### src/rtl/spw_flags_pkg.sv
// rtl/spw_flags_pkg.sv - register map, POP word layout and FSM states for spw_flags_event_ctrl
package spw_flags_pkg;

    // Avalon register addresses
    localparam logic [2:0] ADDR_DATA     = 3'd0;
    localparam logic [2:0] ADDR_EDGE     = 3'd1;
    localparam logic [2:0] ADDR_IRQMASK  = 3'd2;
    localparam logic [2:0] ADDR_EDGE_SEL = 3'd3;
    localparam logic [2:0] ADDR_STATUS   = 3'd4;
    localparam logic [2:0] ADDR_POP      = 3'd5;

    // POP word: [31]=valid, flags sit directly above the timestamp
    localparam int POP_VALID_BIT  = 31;
    localparam int POP_TS_LSB     = 0;

    // STATUS word: [31]=sticky overflow, low bits = FIFO count
    localparam int STATUS_OVF_BIT = 31;

    typedef enum logic {
        PRIME = 1'b0,
        RUN   = 1'b1
    } state_t;

endpackage

### src/rtl/spw_flags_evfifo.sv
// rtl/spw_flags_evfifo.sv - synchronous event FIFO with count and simultaneous push/pop at full
module spw_flags_evfifo #(
    parameter int DW    = 27,
    parameter int DEPTH = 8,
    parameter int CW    = $clog2(DEPTH) + 1
) (
    input  logic          clk,
    input  logic          reset,
    input  logic          push_i,
    input  logic          pop_i,
    input  logic [DW-1:0] din_i,
    output logic [DW-1:0] dout_o,
    output logic [CW-1:0] count_o,
    output logic          full_o,
    output logic          empty_o,
    output logic          ovf_o
);

    localparam int AW = $clog2(DEPTH);

    logic [DW-1:0] mem_q [DEPTH];
    logic [AW-1:0] wr_ptr_q;
    logic [AW-1:0] rd_ptr_q;
    logic [CW-1:0] count_q;
    logic          do_pop;
    logic          do_push;

    assign empty_o = (count_q == '0);
    assign full_o  = (count_q == CW'(DEPTH));
    assign count_o = count_q;
    assign dout_o  = mem_q[rd_ptr_q];

    // A pop frees the head slot this cycle, so a push at full can still land
    assign do_pop  = pop_i & ~empty_o;
    assign do_push = push_i & (~full_o | do_pop);
    assign ovf_o   = push_i & full_o & ~do_pop;

    // Entry storage; contents are only observed while count is non-zero
    always_ff @(posedge clk) begin
        if (do_push) begin
            mem_q[wr_ptr_q] <= din_i;
        end
    end

    // Pointer and occupancy bookkeeping
    always_ff @(posedge clk) begin
        if (reset) begin
            wr_ptr_q <= '0;
            rd_ptr_q <= '0;
            count_q  <= '0;
        end else begin
            if (do_push) begin
                wr_ptr_q <= wr_ptr_q + 1'b1;
            end
            if (do_pop) begin
                rd_ptr_q <= rd_ptr_q + 1'b1;
            end
            case ({do_push, do_pop})
                2'b10:   count_q <= count_q + 1'b1;
                2'b01:   count_q <= count_q - 1'b1;
                default: count_q <= count_q;
            endcase
        end
    end

endmodule

### src/rtl/spw_flags_event_ctrl.sv
// rtl/spw_flags_event_ctrl.sv - SpaceWire flag edge capture, irq and event log; SPW_FLAGS_GLITCH_FILTER_EN adds a glitch filter
module spw_flags_event_ctrl
    import spw_flags_pkg::*;
#(
    parameter int WIDTH         = 11,
    parameter int FIFO_DEPTH    = 8,
    parameter int TS_WIDTH      = 16,
    parameter int FILTER_CYCLES = 4
) (
    input  logic             clk,
    input  logic             reset,
    input  logic [2:0]       address,
    input  logic             chipselect,
    input  logic             read,
    input  logic             write,
    input  logic [31:0]      writedata,
    output logic [31:0]      readdata,
    output logic             irq,
    input  logic [WIDTH-1:0] in_port
);

    localparam int EW            = WIDTH + TS_WIDTH;
    localparam int CW            = $clog2(FIFO_DEPTH) + 1;
    localparam int POP_FLAGS_LSB = POP_TS_LSB + TS_WIDTH;

    logic [WIDTH-1:0]    meta_q;
    logic [WIDTH-1:0]    sync_q;
    logic [WIDTH-1:0]    flags_s;
    logic [WIDTH-1:0]    prev_q;
    logic [WIDTH-1:0]    edge_q;
    logic [WIDTH-1:0]    edge_d;
    logic [WIDTH-1:0]    mask_q;
    logic [WIDTH-1:0]    edge_sel_q;
    logic [WIDTH-1:0]    rise;
    logic [WIDTH-1:0]    fall;
    logic [WIDTH-1:0]    hit;
    state_t              state_q;
    logic [1:0]          prime_cnt_q;
    logic [TS_WIDTH-1:0] ts_q;
    logic                ovf_q;
    logic                ovf_d;
    logic [31:0]         readdata_q;
    logic [31:0]         rdata_d;
    logic                irq_q;
    logic                wr_en;
    logic                rd_en;
    logic                push;
    logic                pop_req;
    logic [EW-1:0]       fifo_dout;
    logic [CW-1:0]       fifo_count;
    logic                fifo_full;
    logic                fifo_empty;
    logic                fifo_ovf;

    assign wr_en    = chipselect & write;
    assign rd_en    = chipselect & read;
    assign readdata = readdata_q;
    assign irq      = irq_q;

    // Two-flop synchroniser for the asynchronous codec flags
    always_ff @(posedge clk) begin
        if (reset) begin
            meta_q <= '0;
            sync_q <= '0;
        end else begin
            meta_q <= in_port;
            sync_q <= meta_q;
        end
    end

`ifdef SPW_FLAGS_GLITCH_FILTER_EN
    logic [WIDTH-1:0] filt_q;
    logic [7:0]       fcnt_q [WIDTH];

    // Accept a new level only after FILTER_CYCLES consecutive differing samples
    always_ff @(posedge clk) begin
        if (reset) begin
            filt_q <= '0;
            for (int i = 0; i < WIDTH; i++) begin
                fcnt_q[i] <= '0;
            end
        end else begin
            for (int i = 0; i < WIDTH; i++) begin
                if (sync_q[i] == filt_q[i]) begin
                    fcnt_q[i] <= '0;
                end else if (fcnt_q[i] == 8'(FILTER_CYCLES - 1)) begin
                    filt_q[i] <= sync_q[i];
                    fcnt_q[i] <= '0;
                end else begin
                    fcnt_q[i] <= fcnt_q[i] + 8'd1;
                end
            end
        end
    end

    assign flags_s = filt_q;

    logic unused_cfg;
    assign unused_cfg = ^{writedata, fifo_full};
`else
    assign flags_s = sync_q;

    logic unused_cfg;
    assign unused_cfg = ^{writedata, fifo_full, 32'(FILTER_CYCLES)};
`endif

    // PRIME lets the synchroniser and prev settle for 3 cycles before events are logged
    always_ff @(posedge clk) begin
        if (reset) begin
            state_q     <= PRIME;
            prime_cnt_q <= '0;
        end else begin
            case (state_q)
                PRIME: begin
                    prime_cnt_q <= prime_cnt_q + 2'd1;
                    if (prime_cnt_q == 2'd2) begin
                        state_q <= RUN;
                    end
                end
                RUN:     state_q <= RUN;
                default: state_q <= PRIME;
            endcase
        end
    end

    // Previous flag sample and free-running timestamp
    always_ff @(posedge clk) begin
        if (reset) begin
            prev_q <= '0;
            ts_q   <= '0;
        end else begin
            prev_q <= flags_s;
            ts_q   <= ts_q + 1'b1;
        end
    end

    // Edge detection and sticky-bit next state; a new hit beats a same-cycle W1C
    always_comb begin
        rise = flags_s & ~prev_q;
        fall = ~flags_s & prev_q;
        hit  = (state_q == RUN) ? (rise | (fall & edge_sel_q)) : '0;

        edge_d = edge_q;
        if (wr_en && address == ADDR_EDGE) begin
            edge_d = edge_q & ~writedata[WIDTH-1:0];
        end
        edge_d = edge_d | hit;

        ovf_d = ovf_q;
        if (wr_en && address == ADDR_STATUS && writedata[STATUS_OVF_BIT]) begin
            ovf_d = 1'b0;
        end
        ovf_d = ovf_d | fifo_ovf;

        push    = |hit;
        pop_req = rd_en && (address == ADDR_POP);
    end

    // Control registers and the registered interrupt
    always_ff @(posedge clk) begin
        if (reset) begin
            edge_q     <= '0;
            mask_q     <= '0;
            edge_sel_q <= '0;
            ovf_q      <= 1'b0;
            irq_q      <= 1'b0;
        end else begin
            edge_q <= edge_d;
            ovf_q  <= ovf_d;
            irq_q  <= |(edge_q & mask_q);
            if (wr_en && address == ADDR_IRQMASK) begin
                mask_q <= writedata[WIDTH-1:0];
            end
            if (wr_en && address == ADDR_EDGE_SEL) begin
                edge_sel_q <= writedata[WIDTH-1:0];
            end
        end
    end

    // Read-data multiplexer; unmapped bits and addresses return zero
    always_comb begin
        rdata_d = '0;
        case (address)
            ADDR_DATA:     rdata_d[WIDTH-1:0] = flags_s;
            ADDR_EDGE:     rdata_d[WIDTH-1:0] = edge_q;
            ADDR_IRQMASK:  rdata_d[WIDTH-1:0] = mask_q;
            ADDR_EDGE_SEL: rdata_d[WIDTH-1:0] = edge_sel_q;
            ADDR_STATUS: begin
                rdata_d[CW-1:0]           = fifo_count;
                rdata_d[STATUS_OVF_BIT]   = ovf_q;
            end
            ADDR_POP: begin
                if (!fifo_empty) begin
                    rdata_d[POP_VALID_BIT]              = 1'b1;
                    rdata_d[POP_TS_LSB +: TS_WIDTH]     = fifo_dout[TS_WIDTH-1:0];
                    rdata_d[POP_FLAGS_LSB +: WIDTH]     = fifo_dout[EW-1:TS_WIDTH];
                end
            end
            default:       rdata_d = '0;
        endcase
    end

    // Read data is captured on the strobe and held until the next read
    always_ff @(posedge clk) begin
        if (reset) begin
            readdata_q <= '0;
        end else if (rd_en) begin
            readdata_q <= rdata_d;
        end
    end

    spw_flags_evfifo #(
        .DW    (EW),
        .DEPTH (FIFO_DEPTH),
        .CW    (CW)
    ) u_evfifo (
        .clk     (clk),
        .reset   (reset),
        .push_i  (push),
        .pop_i   (pop_req),
        .din_i   ({flags_s, ts_q}),
        .dout_o  (fifo_dout),
        .count_o (fifo_count),
        .full_o  (fifo_full),
        .empty_o (fifo_empty),
        .ovf_o   (fifo_ovf)
    );

endmodule

### config.mk
export PLATFORM = sky130hd
export DESIGN_NAME = spw_flags_event_ctrl
export DESIGN_NICKNAME = d
export VERILOG_FILES = /design/src/rtl/spw_flags_pkg.sv /design/src/rtl/spw_flags_evfifo.sv /design/src/rtl/spw_flags_event_ctrl.sv
export SDC_FILE = /design/constraint.sdc
export NUM_CORES = 1
export LEC_CHECK = 0
export BUFFER_PORTS_ARGS = -buffer_cell sky130_fd_sc_hd__buf_2
export CELL_PAD_IN_SITES_DETAIL_PLACEMENT = 1
export CELL_PAD_IN_SITES_GLOBAL_PLACEMENT = 2
export CORE_MARGIN = 5
export CORE_UTILIZATION = 44
export CTS_CLUSTER_DIAMETER = 80
export CTS_CLUSTER_SIZE = 40
export DETAILED_ROUTE_END_ITERATION = 10
export PLACE_DENSITY = 0.89
export REMOVE_ABC_BUFFERS = 1
export SYNTH_ARGS = -nofsm -noshare
export SYNTH_HDL_FRONTEND = slang
export SYNTH_SLANG_ARGS = --single-unit
### constraint.sdc
create_clock -name clk -period 6.05 [get_ports clk]
set_input_delay 0.605 -clock clk [delete_from_list [all_inputs] [get_ports clk]]
set_output_delay 0.605 -clock clk [all_outputs]
set_load 0.02 [all_outputs]
==> impl_results.md, run 1 <==
* Clock Latency Late Sink at 0.52 ns
* Dominant synthesized flop cell: edfxtp_1
* H-tree depth at 1
* Post-route ant nets at 0
* Crit-path max FO at 12
* Layout cell share with drive strength beyond 1 at 0.2182
* Pin count of the biggest net entering global routing at 85
* Total number of vias at 7353
* Minimum clock period at 3.625 ns
* Status: finished, final reports clean
* Cell row count at 63
* Seq pwr share at 0.606
* Mapped Avg Cell Area at 15.37 um^2
* Worst-path clk slew at 0.12 ns
* Setup bufs post-CTS at 0
* Die W at 184.0 um
* DRC at 0
* Post-synth EDFFs at 216
* # hold bufs at CTS at 0
* RSZ-0062 raised after global routing: no
* Fin. Hold Viols at 0
* Num CTS Buffers at 16
* Hold Slack at 0.2961 ns
* Overflow after GRT at 0
* Post-Synthesis Cells at 866
* WL per Instance at 23.11 um
* GRT Total Usage at 0.1781
* Top cell type's share of synthesized area at 0.4872
* Yosys top cell by area: edfxtp_1
* Top-level port count at 84
* Final TNS setup at 0 ns
* Initial antenna violation count at 0
* Int Power at 3.319 mW
* Register area share after synthesis at 0.6796
* RePlAce Congestion at 0.7292
* Synth Cell Area at 13310 um^2
* Critical Path RT at 6.45 ns
* Initial DRC count at 567
* Maxcap violations at 0
* Core Area at 29800 um^2
* Synth cell types at 48
* CTS tree: built
* Die area at 33840 um^2
* Beginning of the critical path: flags_s[5]$_SDFF_PP0_
* Max Buffers Root-to-Sink at 3
* Leakage at 4.969 nW
* Worst Skew at 0.02608 ns
* Sw frac at 0.2449
* Period utilisation layout at 0.5992
* Largest cells by area after synthesis: edfxtp_1 (49%), dfxtp_1 (19%), mux4_2 (11%)
* Layout Nets at 969
* Vias per cell at 5.609
* Pins Over Slew Limit at 0
* Share of flip-flops with an asynchronous set or reset at 0
* Worst Path Class, Setup: flop to flop
* Max Freq at 0.2758 GHz
* IR drop worst, VDD at 0.0001592 V
* DR pass1 iterations at 7
* Hold Crit Class: input pin to flop
* Ant diodes at 0
* Port bufs at 59
* Yosys warnings at 0
* Post-DP HPWL at 19.39 mm
* Startpoint Class: flop
* Area grow syn2layout at 9.717%
* Max-slew headroom at 0.3061
* Min-delay src: in_port[5]
* Filler cell count at 2912
* Worst Tran Pin Value at 1.039 ns
* Die H at 184.0 um
* Clock network power share at 0.310
* Power Density at 300.9 nW/um^2
* Synth Register Bits at 344
* Gate power share at 0.084
* Gates resized, CTS repair at 0
* Starting density of the core at 0.4468
* Critical R2R Launch: flags_s[5]$_SDFF_PP0_
* Clk root buf: clkbuf_16
* Finish-stage setup viols at 0
* Vias in the first global route at 7735
* Final wirelength at 30.30 mm
* Global-route wire length before repair at 46.62 mm
* Crit end category: flop
* Num Clock Sinks at 344
* Crit path arrival time at 4.03 ns
* Sw Pwr at 1.076 mW
[power groups by stage]
| stage | Clock, mW | Combinational [mW] | Sequential [mW] |
|---|---|---|---|
| 2_1_floorplan | 0 | 0.233 | 2.69 |
| 3_5_place_dp | 0 | 0.372 | 2.72 |
| 5_1_grt | 1.50 | 0.403 | 2.67 |
| 3_3_place_gp | 0 | 0.356 | 2.70 |
| 6_report | 1.36 | 0.371 | 2.66 |
| 4_1_cts | 1.41 | 0.375 | 2.66 |
[cells in the final DEF (no fill, tap or decap), types with 4 or more instances in the layout]
master,count
xnor2_1,6
nor2b_1,48
dfxtp_1,126
mux4_2,63
mux2i_1,36
o21ai_0,20
nand4_1,5
clkbuf_16,17
and3b_1,12
nand3_1,11
nor3_1,6
mux2_2,23
inv_1,5
a22oi_1,25
a21oi_1,17
inv_12,4
buf_2,58
edfxtp_1,216
nand2_1,39
nor2_1,93
xor2_1,12
ha_1,6
buf_4,17
and3_1,6
conb_1,4
[through the flow]
| stage | power, mW | util | instance area [um^2] | instances | setup slack (ns) |
|---|---|---|---|---|---|
| finish | 4.396 | 0.4903 | 14610 | 1311 | 2.425 |
| floorplan | 2.922 | - | 13100 | 818 | 1.425 |
| global placement | 3.060 | 0.4712 | 14040 | 1283 | 2.280 |
| detailed placement | 3.088 | 0.4712 | 14040 | 1283 | 2.057 |
| global route | 4.576 | 0.4903 | 14610 | 1311 | 2.280 |
| CTS | 4.445 | 0.4903 | 14610 | 1311 | 2.443 |
[metal layers]
| layer | track usage | vias to the layer above | routed length (um) |
|---|---|---|---|
| met5 | 0 | - | 0 |
| met4 | 0.03934 | 0 | 649 |
| met3 | 0.02176 | 35 | 1184 |
| met2 | 0.3014 | 159 | 15100 |
| met1 | 0.2495 | 3827 | 13360 |
| li1 | - | 3332 | - |
[critical path, cell delays in order (launching register included)]
cell and delay, ns:
dfxtp_1 0.59, and3b_1 0.23, o21ai_0 0.42, and4_1 0.32, nand3_1 0.24, or3_1 0.43
inv_1 0.10, ha_1 0.23, a21o_1 0.17, a21oi_1 0.21, nand2_1 0.08, mux2i_1 0.17
mux2_1 0.33
[cells in the mapped netlist, drive strengths merged, types with 3 or more instances]
cell type,count
edfxtp,216
dfxtp,128
nor2,95
mux4,63
nor2b,48
nand2,39
mux2i,36
clkbuf,29
a22oi,25
mux2,24
buf,22
o21ai,20
a21oi,17
and3b,12
nand3,12
xor2,12
nor3,7
and3,6
ha,6
xnor2,6
inv,5
nand4,5
a211oi,3
a222oi,3
and4,3
nor3b,3
or3,3
[flip-flops by register name, summed over array words and instances (netlist names), 2 cells and up, named ones only]
register,flops
edge_q,11
edge_sel_q,11
flags_s,11
mask_q,11
meta_q,11
prev_q,11
prime_cnt_q,2
readdata,28
ts_q,16
u_evfifo.count_o,4
u_evfifo.mem_q,216
u_evfifo.rd_ptr_q,3
u_evfifo.wr_ptr_q,3
[path summary, 6_finish.rpt]
kind	end	slack [ns]	cells past startpoint
setup / recovery	u_evfifo.count_o[3]$_SDFFE_PP0P_	2.42	12
hold / removal	meta_q[5]$_SDFF_PP0_	0.30	2
setup reg to reg	u_evfifo.count_o[3]$_SDFFE_PP0P_	2.42	12
hold reg to reg	flags_s[10]$_SDFF_PP0_	0.45	1
[cells by family after synthesis]
| kind of cell | Yosys count | share of synthesized area |
|---|---|---|
| DFF | 344 | 0.6796 |
| and+or+nand+nor | 239 | 0.09012 |
| muxes | 123 | 0.1539 |
| AOI/OAI and AO/OA | 78 | 0.03844 |
| buffers and inverters | 56 | 0.01861 |
| xor gates and xnor gates | 18 | 0.01184 |
| adders and majority gates | 7 | 0.007142 |
| other | 1 | 0.0002817 |
[final cells by class]
class / count / area, um^2 / share of cell area
clock buffers: 17 / 425.4 / 0.02912
inverters: 5 / 18.77 / 0.001285
clock inverters: 11 / 142.6 / 0.009764
multi-input cells: 469 / 4061 / 0.2780
repair buffers: 75 / 417.9 / 0.02861
flip-flops and latches: 344 / 9054 / 0.6198
well taps: 390 / 488.0 / 0.03340
Power figures use the tool's default switching activity.
==> run 2: changes to the inputs <==
Settings changed: CORE_UTILIZATION 44 to 40, PLACE_DENSITY 0.89 to 0.85.
Clock period 6.05 ns to 3.24 ns, I/O delays scaled along.
==> impl_results.md, run 2 (synthesized netlist as in run 1, its figures left out) <==
* Total number of vias at 7438 (was 7353)
* Crit path max-delay family: simple AND/OR/NAND/NOR gates (unchanged)
* Max-slew headroom at 0.3859 (was 0.3061)
* Post-route ant nets at 0 (unchanged)
* Port bufs at 59 (unchanged)
* Hold Crit Class: input pin to flop (unchanged)
* R2R setup slack at 0.17 ns (was 2.42 ns)
* Final wirelength at 30.40 mm (was 30.30 mm)
* Int Power at 6.239 mW (was 3.319 mW)
* Hold depth at 2 (unchanged)
* Placement Setup Slack at 0.1436 ns (was 2.057 ns)
* Clk root buf: clkbuf_16 (unchanged)
* Maxcap violations at 0 (unchanged)
* R2R depth at 12 (unchanged)
* Global-route wire length before repair at 47.31 mm (was 46.62 mm)
* Area grow syn2layout at 13.20% (was 9.717%)
* WHS Endpoint: meta_q[6]$_SDFF_PP0_ (was meta_q[5]$_SDFF_PP0_)
* Sw frac at 0.2512 (was 0.2449)
* RePlAce Congestion at 0.7628 (was 0.7292)
* Commonest cells after routing, fill and taps aside: edfxtp_1 (216), dfxtp_1 (125), nor2_1 (93) (was edfxtp_1 (216), dfxtp_1 (126), nor2_1 (93))
* DRC at 0 (unchanged)
* Status: finished, final reports clean (unchanged)
* CTS tree: built (unchanged)
* Worst Tran Pin Value at 0.9177 ns (was 1.039 ns)
* Clock Latency Late Sink at 0.55 ns (was 0.52 ns)
* Area occupied by multi-input gates at 4061 um^2 (unchanged)
* Crit path arrival time at 3.49 ns (was 4.03 ns)
* Critical path's largest stage delay at 0.41 ns (was 0.59 ns)
* Finish-stage setup viols at 0 (unchanged)
* Placed Cells at 1364 (was 1283)
* Register area at 9055 um^2 (was 9054 um^2)
* Crit end category: flop (unchanged)
* Ant diodes at 0 (unchanged)
* Power Density at 552.7 nW/um^2 (was 300.9 nW/um^2)
* Layout Nets at 1003 (was 969)
* Core Area at 32700 um^2 (was 29800 um^2)
* Critical R2R Launch: flags_s[1]$_SDFF_PP0_ (was flags_s[5]$_SDFF_PP0_)
* DR pass1 iterations at 5 (was 7)
* Met1 GRT Util at 0.2292 (was 0.2495)
* Crit-path max FO at 3 (was 12)
* H-tree depth at 1 (unchanged)
* Worst Path Class, Setup: flop to flop (unchanged)
* Die W at 192.4 um (was 184.0 um)
* Minimum clock period at 3.072 ns (was 3.625 ns)
* Gate power share at 0.092 (was 0.084)
* Area of placed instances at 14410 um^2 (was 14040 um^2)
* Pin count of the biggest net entering global routing at 74 (was 85)
* Sw Pwr at 2.092 mW (was 1.076 mW)
* Max Freq at 0.3256 GHz (was 0.2758 GHz)
* Hold Slack at 0.02992 ns (was 0.2961 ns)
* Die area at 37030 um^2 (was 33840 um^2)
* Cell row count at 66 (was 63)
* Num Clock Sinks at 344 (unchanged)
* Grt met2 use at 0.2857 (was 0.3014)
* Met3 usage at 0.01628 (was 0.02176)
* Fin. Hold Viols at 0 (unchanged)
* Min-delay src: in_port[6] (was in_port[5])
* Initial DRC count at 564 (was 567)
* Final Non-Filler Cells at 1397 (was 1311)
* Reg-to-reg endpoint: u_evfifo.count_o[3]$_SDFFE_PP0P_ (unchanged)
* GRT Total Usage at 0.1659 (was 0.1781)
* Vias in the first global route at 7841 (was 7735)
* Startpoint Class: flop (unchanged)
* Top Usage Layer GRT: met2 (unchanged)
* Starting density of the core at 0.4071 (was 0.4468)
* Period utilisation layout at 0.9481 (was 0.5992)
* Critical Path RT at 3.66 ns (was 6.45 ns)
* Setup bufs post-CTS at 0 (unchanged)
* Largest Register: u_evfifo.mem_q (unchanged)
* Worst Skew at 0.04327 ns (was 0.02608 ns)
* Largest register FFs at 216 (unchanged)
* Worst-path clk slew at 0.12 ns (about the same)
* Setup WS post-layout at 0.1683 ns (was 2.425 ns)
* Seq pwr share at 0.594 (was 0.606)
* Layout cell share with drive strength beyond 1 at 0.2408 (was 0.2182)
* Clock network power share at 0.314 (was 0.310)
* WL per Instance at 21.76 um (was 23.11 um)
* Most common cell after layout, fill and taps aside: edfxtp_1 (unchanged)
* Filler cell count at 3267 (was 2912)
* Pins Over Slew Limit at 0 (unchanged)
* Design Area, Final at 15070 um^2 (was 14610 um^2)
* Initial antenna violation count at 0 (unchanged)
* IR drop worst, VDD at 0.0003176 V (was 0.0001592 V)
* Max Buffers Root-to-Sink at 3 (unchanged)
* Num CTS Buffers at 16 (unchanged)
* CP Cell Sequence: and3b_1, o21ai_0, and4_1, nand3_1, or3_1, inv_1, ha_1, a21o_1, a21oi_1, nand2_1, mux2i_1, mux2_1 (unchanged)
* Crit-path slowest cell: o21ai_0 (was dfxtp_1)
* Post-DP HPWL at 19.91 mm (was 19.39 mm)
* Die H at 192.4 um (was 184.0 um)
* RSZ-0062 raised after global routing: no (unchanged)
* Top-level port count at 84 (unchanged)
* Vias per cell at 5.324 (was 5.609)
* Leakage at 5.179 nW (was 4.969 nW)
* Overflow after GRT at 0 (unchanged)
* Worst path bufs/invs at 1 (unchanged)
run 2: worst max path at each step:
stage / startpoint / to / slack, ns / depth (start not counted)
2_1_floorplan: flags_s[7]$_SDFF_PP0_ / u_evfifo.mem_q[2][0]$_DFFE_PP_ / -1.16 / 5
5_1_grt: flags_s[1]$_SDFF_PP0_ / u_evfifo.count_o[3]$_SDFFE_PP0P_ / 0.04 / 12
4_1_cts: flags_s[9]$_SDFF_PP0_ / u_evfifo.count_o[3]$_SDFFE_PP0P_ / 0.12 / 12
3_3_place_gp: flags_s[9]$_SDFF_PP0_ / u_evfifo.count_o[3]$_SDFFE_PP0P_ / 0.22 / 12
3_5_place_dp: flags_s[9]$_SDFF_PP0_ / u_evfifo.count_o[3]$_SDFFE_PP0P_ / 0.14 / 12
6_report: flags_s[1]$_SDFF_PP0_ / u_evfifo.count_o[3]$_SDFFE_PP0P_ / 0.17 / 12
run 2: repair_timing:
item | in CTS | in global routing
setup endpoints to repair | 0 | 1
resized for setup | 0 | 1
endpoints found under the hold margin | 5 | 0
hold buffers | 5 | 0
run 2: cell type report:
type,count,share of cell area
Timing Repair Buffer,109,0.05130
Clock buffer,16,0.02656
Sequential cell,344,0.6008
Clock inverter,12,0.01395
Inverter,5,0.001245
Multi-Input combinational cell,469,0.2695
Tap cell,442,0.03669
run 2: power groups by stage:
stage / sequential (mW) / combinational, mW / clock (mW)
floorplan: 5.02 / 0.435 / 0
global placement: 5.03 / 0.755 / 0
detailed placement: 5.05 / 0.771 / 0
CTS: 4.95 / 0.781 / 2.70
global route: 4.97 / 0.839 / 2.87
finish: 4.94 / 0.768 / 2.62
run 2: metal layers:
| layer | up-vias | wire, um |
|---|---|---|
| met1 | 3877 | 13410 |
| met2 | 132 | 15400 |
| met5 | - | 0 |
| met3 | 28 | 1018 |
| li1 | 3401 | - |
| met4 | 0 | 570 |
run 2: per-stage QoR:
stage          power [mW]    util  TNS (ns)
2_1_floorplan       5.455       -    -88.91
3_3_place_gp        5.784  0.4407         0
3_5_place_dp        5.819  0.4407         0
4_1_cts             8.430  0.4609         0
5_1_grt             8.675  0.4609         0
6_report            8.331  0.4609         0
==> run 3: changes to the inputs <==
Settings changed: PLACE_DENSITY 0.85 to 0.86, SYNTH_HIERARCHICAL set to 1.
==> impl_results.md, run 3 <==
* Status: finished, final reports clean (unchanged)
* Area grow syn2layout at 12.23% (was 13.20%)
* Design Area, Final at 15220 um^2 (was 15070 um^2)
* DRC at 0 (unchanged)
* Core Area at 33530 um^2 (was 32700 um^2)
* Worst-path clk slew at 0.12 ns (about the same)
* Die W at 194.1 um (was 192.4 um)
* Min-delay src: in_port[4] (was in_port[6])
* Die area at 37680 um^2 (was 37030 um^2)
* Top-level port count at 84 (unchanged)
* Hold Slack at 0.01420 ns (was 0.02992 ns)
* Filler cell count at 3349 (was 3267)
* Register area at 9057 um^2 (was 9055 um^2)
* Most common cell after layout, fill and taps aside: edfxtp_1 (unchanged)
* Starting density of the core at 0.4044 (was 0.4071)
* Area occupied by multi-input gates at 4194 um^2 (was 4061 um^2)
* Area of placed instances at 14620 um^2 (was 14410 um^2)
* Period utilisation layout at 0.9357 (was 0.9481)
* IR drop worst, VDD at 0.0004103 V (was 0.0003176 V)
* Startpoint Class: flop (unchanged)
* GRT Total Usage at 0.1697 (was 0.1659)
* Vias in the first global route at 8399 (was 7841)
* Worst Path Class, Setup: flop to flop (unchanged)
* Clk root buf: clkbuf_16 (unchanged)
* CTS tree: built (unchanged)
* Max Buffers Root-to-Sink at 3 (unchanged)
* Largest Register: u_evfifo/mem_q (was u_evfifo.mem_q)
* Crit-path slowest cell: o21ai_0 (unchanged)
* Crit-path max FO at 11 (was 3)
* Worst Skew at 0.03753 ns (was 0.04327 ns)
* Pin count of the biggest net entering global routing at 55 (was 74)
* RSZ-0062 raised after global routing: no (unchanged)
* Maxcap violations at 0 (unchanged)
* Global-route wire length before repair at 50.38 mm (was 47.31 mm)
* Num Clock Sinks at 344 (unchanged)
* Synth Cell Area at 13560 um^2 (was 13310 um^2)
* Power Density at 541.6 nW/um^2 (was 552.7 nW/um^2)
* CP Cell Sequence: buf_4, nor2b_1, o21ai_0, and4_1, nand4_1, nor2b_1, nand2_1, xnor2_1, ha_1, nor2_1, nor4_1, a311oi_1, o221ai_1 (was and3b_1, o21ai_0, and4_1, nand3_1, or3_1, inv_1, ha_1, a21o_1, a21oi_1, nand2_1, mux2i_1, mux2_1)
* Total number of vias at 7734 (was 7438)
* RePlAce Congestion at 0.7742 (was 0.7628)
* Critical path's largest stage delay at 0.39 ns (was 0.41 ns)
* Commonest cells after routing, fill and taps aside: edfxtp_1 (216), dfxtp_1 (123), nand2_1 (58), buf_2 (58) (was edfxtp_1 (216), dfxtp_1 (125), nor2_1 (93))
* Vias per cell at 5.386 (was 5.324)
* Post-DP HPWL at 21.30 mm (was 19.91 mm)
* Critical Path RT at 3.62 ns (was 3.66 ns)
* PnR Total Power at 8.241 mW (was 8.331 mW)
* Crit path max-delay family: simple AND/OR/NAND/NOR gates (unchanged)
* Max Freq at 0.3298 GHz (was 0.3256 GHz)
* Initial antenna violation count at 0 (unchanged)
* Crit end category: flop (unchanged)
* Layout Nets at 1035 (was 1003)
* Overflow after GRT at 0 (unchanged)
* Critical path's most frequent cell: nor2b_1
* Beginning of the critical path: flags_s[8]$_SDFF_PP0_ (was flags_s[1]$_SDFF_PP0_)
* Pins Over Slew Limit at 0 (unchanged)
* Post-route ant nets at 0 (unchanged)
* Largest register FFs at 216 (unchanged)
* H-tree depth at 1 (unchanged)
* Yosys warnings at 6 (was 0)
* Clock Latency Late Sink at 0.54 ns (was 0.55 ns)
* Finish-stage setup viols at 0 (unchanged)
* Layout cell share with drive strength beyond 1 at 0.2409 (was 0.2408)
* Post-Synthesis Cells at 910 (was 866)
* Crit path arrival time at 3.41 ns (was 3.49 ns)
* Worst path bufs/invs at 1 (unchanged)
* Num CTS Buffers at 15 (was 16)
* Leakage at 5.129 nW (was 5.179 nW)
* WL per Instance at 22.57 um (was 21.76 um)
* Worst Tran Pin Value at 0.8498 ns (was 0.9177 ns)
* Max-slew headroom at 0.4327 (was 0.3859)
* Cell row count at 67 (was 66)
* Minimum clock period at 3.032 ns (was 3.072 ns)
* Ant diodes at 0 (unchanged)
* Hold Crit Class: input pin to flop (unchanged)
* Mapped Avg Cell Area at 14.90 um^2 (was 15.37 um^2)
* Final wirelength at 32.41 mm (was 30.40 mm)
* Fin. Hold Viols at 0 (unchanged)
* Die H at 194.1 um (was 192.4 um)
* DR pass1 iterations at 5 (unchanged)
* Port bufs at 59 (unchanged)
* Initial DRC count at 509 (was 564)
* Critical R2R Launch: flags_s[8]$_SDFF_PP0_ (was flags_s[1]$_SDFF_PP0_)
## run 3: cell type report
type / count / share of cell area
Inverter: 16 / 0.004029
Clock inverter: 10 / 0.01143
Clock buffer: 16 / 0.02491
Timing Repair Buffer: 105 / 0.05197
Multi-Input combinational cell: 497 / 0.2756
Tap cell: 448 / 0.03684
Sequential cell: 344 / 0.5952
## run 3: worst reg2reg max path: cells and delay by family (launching register included)
family                     cells  cell delay [ns]
and+or+nand+nor                7             1.25
AOI/OAI and AO/OA              3             0.79
DFF                            1             0.33
adders and majority gates      1             0.22
buffers and inverters          1             0.17
xor gates and xnor gates       1             0.15
## run 3: report_power, final
group / switching, mW / internal, mW
clock: 1.51 / 0.977
sequential: 0.108 / 4.83
combinational: 0.461 / 0.355
## run 3: stage by stage
stage | worst slack (ns) | setup TNS, ns | cells | util
5_1_grt | 0.1222 | 0 | 1436 | 0.4538
2_1_floorplan | -1.261 | -141.42 | 857 | -
4_1_cts | 0.1466 | 0 | 1436 | 0.4537
3_5_place_dp | 0.2035 | 0 | 1406 | 0.4360
3_3_place_gp | 0.2780 | 0 | 1406 | 0.4360
6_report | 0.2083 | 0 | 1436 | 0.4538
## run 3: timing repair
action                                 4_1_cts  5_1_grt
setup endpoints to repair                    0        1
buffers inserted                             0        0
hold buffers                                 4        0
gates resized for setup                      0        3
endpoints found under the hold margin        4        0
## run 3: layer usage
metal  vias up  global-route usage  part of all wire
li1       3545                   -                 -
met1      4033              0.2249              0.43
met2       126              0.3009              0.52
met3        30             0.01981             0.034
met4         0             0.03906             0.020
met5         -                   0                 0
## run 3: path summary, 6_finish.rpt
check,to,slack [ns],cells after the start
worst min register to register,flags_s[0]$_SDFF_PP0_,0.44,1
worst min-delay path,meta_q[4]$_SDFF_PP0_,0.01,2
worst max-delay path,u_evfifo/count_o[2]$_SDFFE_PP0P_,0.21,13
worst max register to register,u_evfifo/count_o[2]$_SDFFE_PP0P_,0.21,13
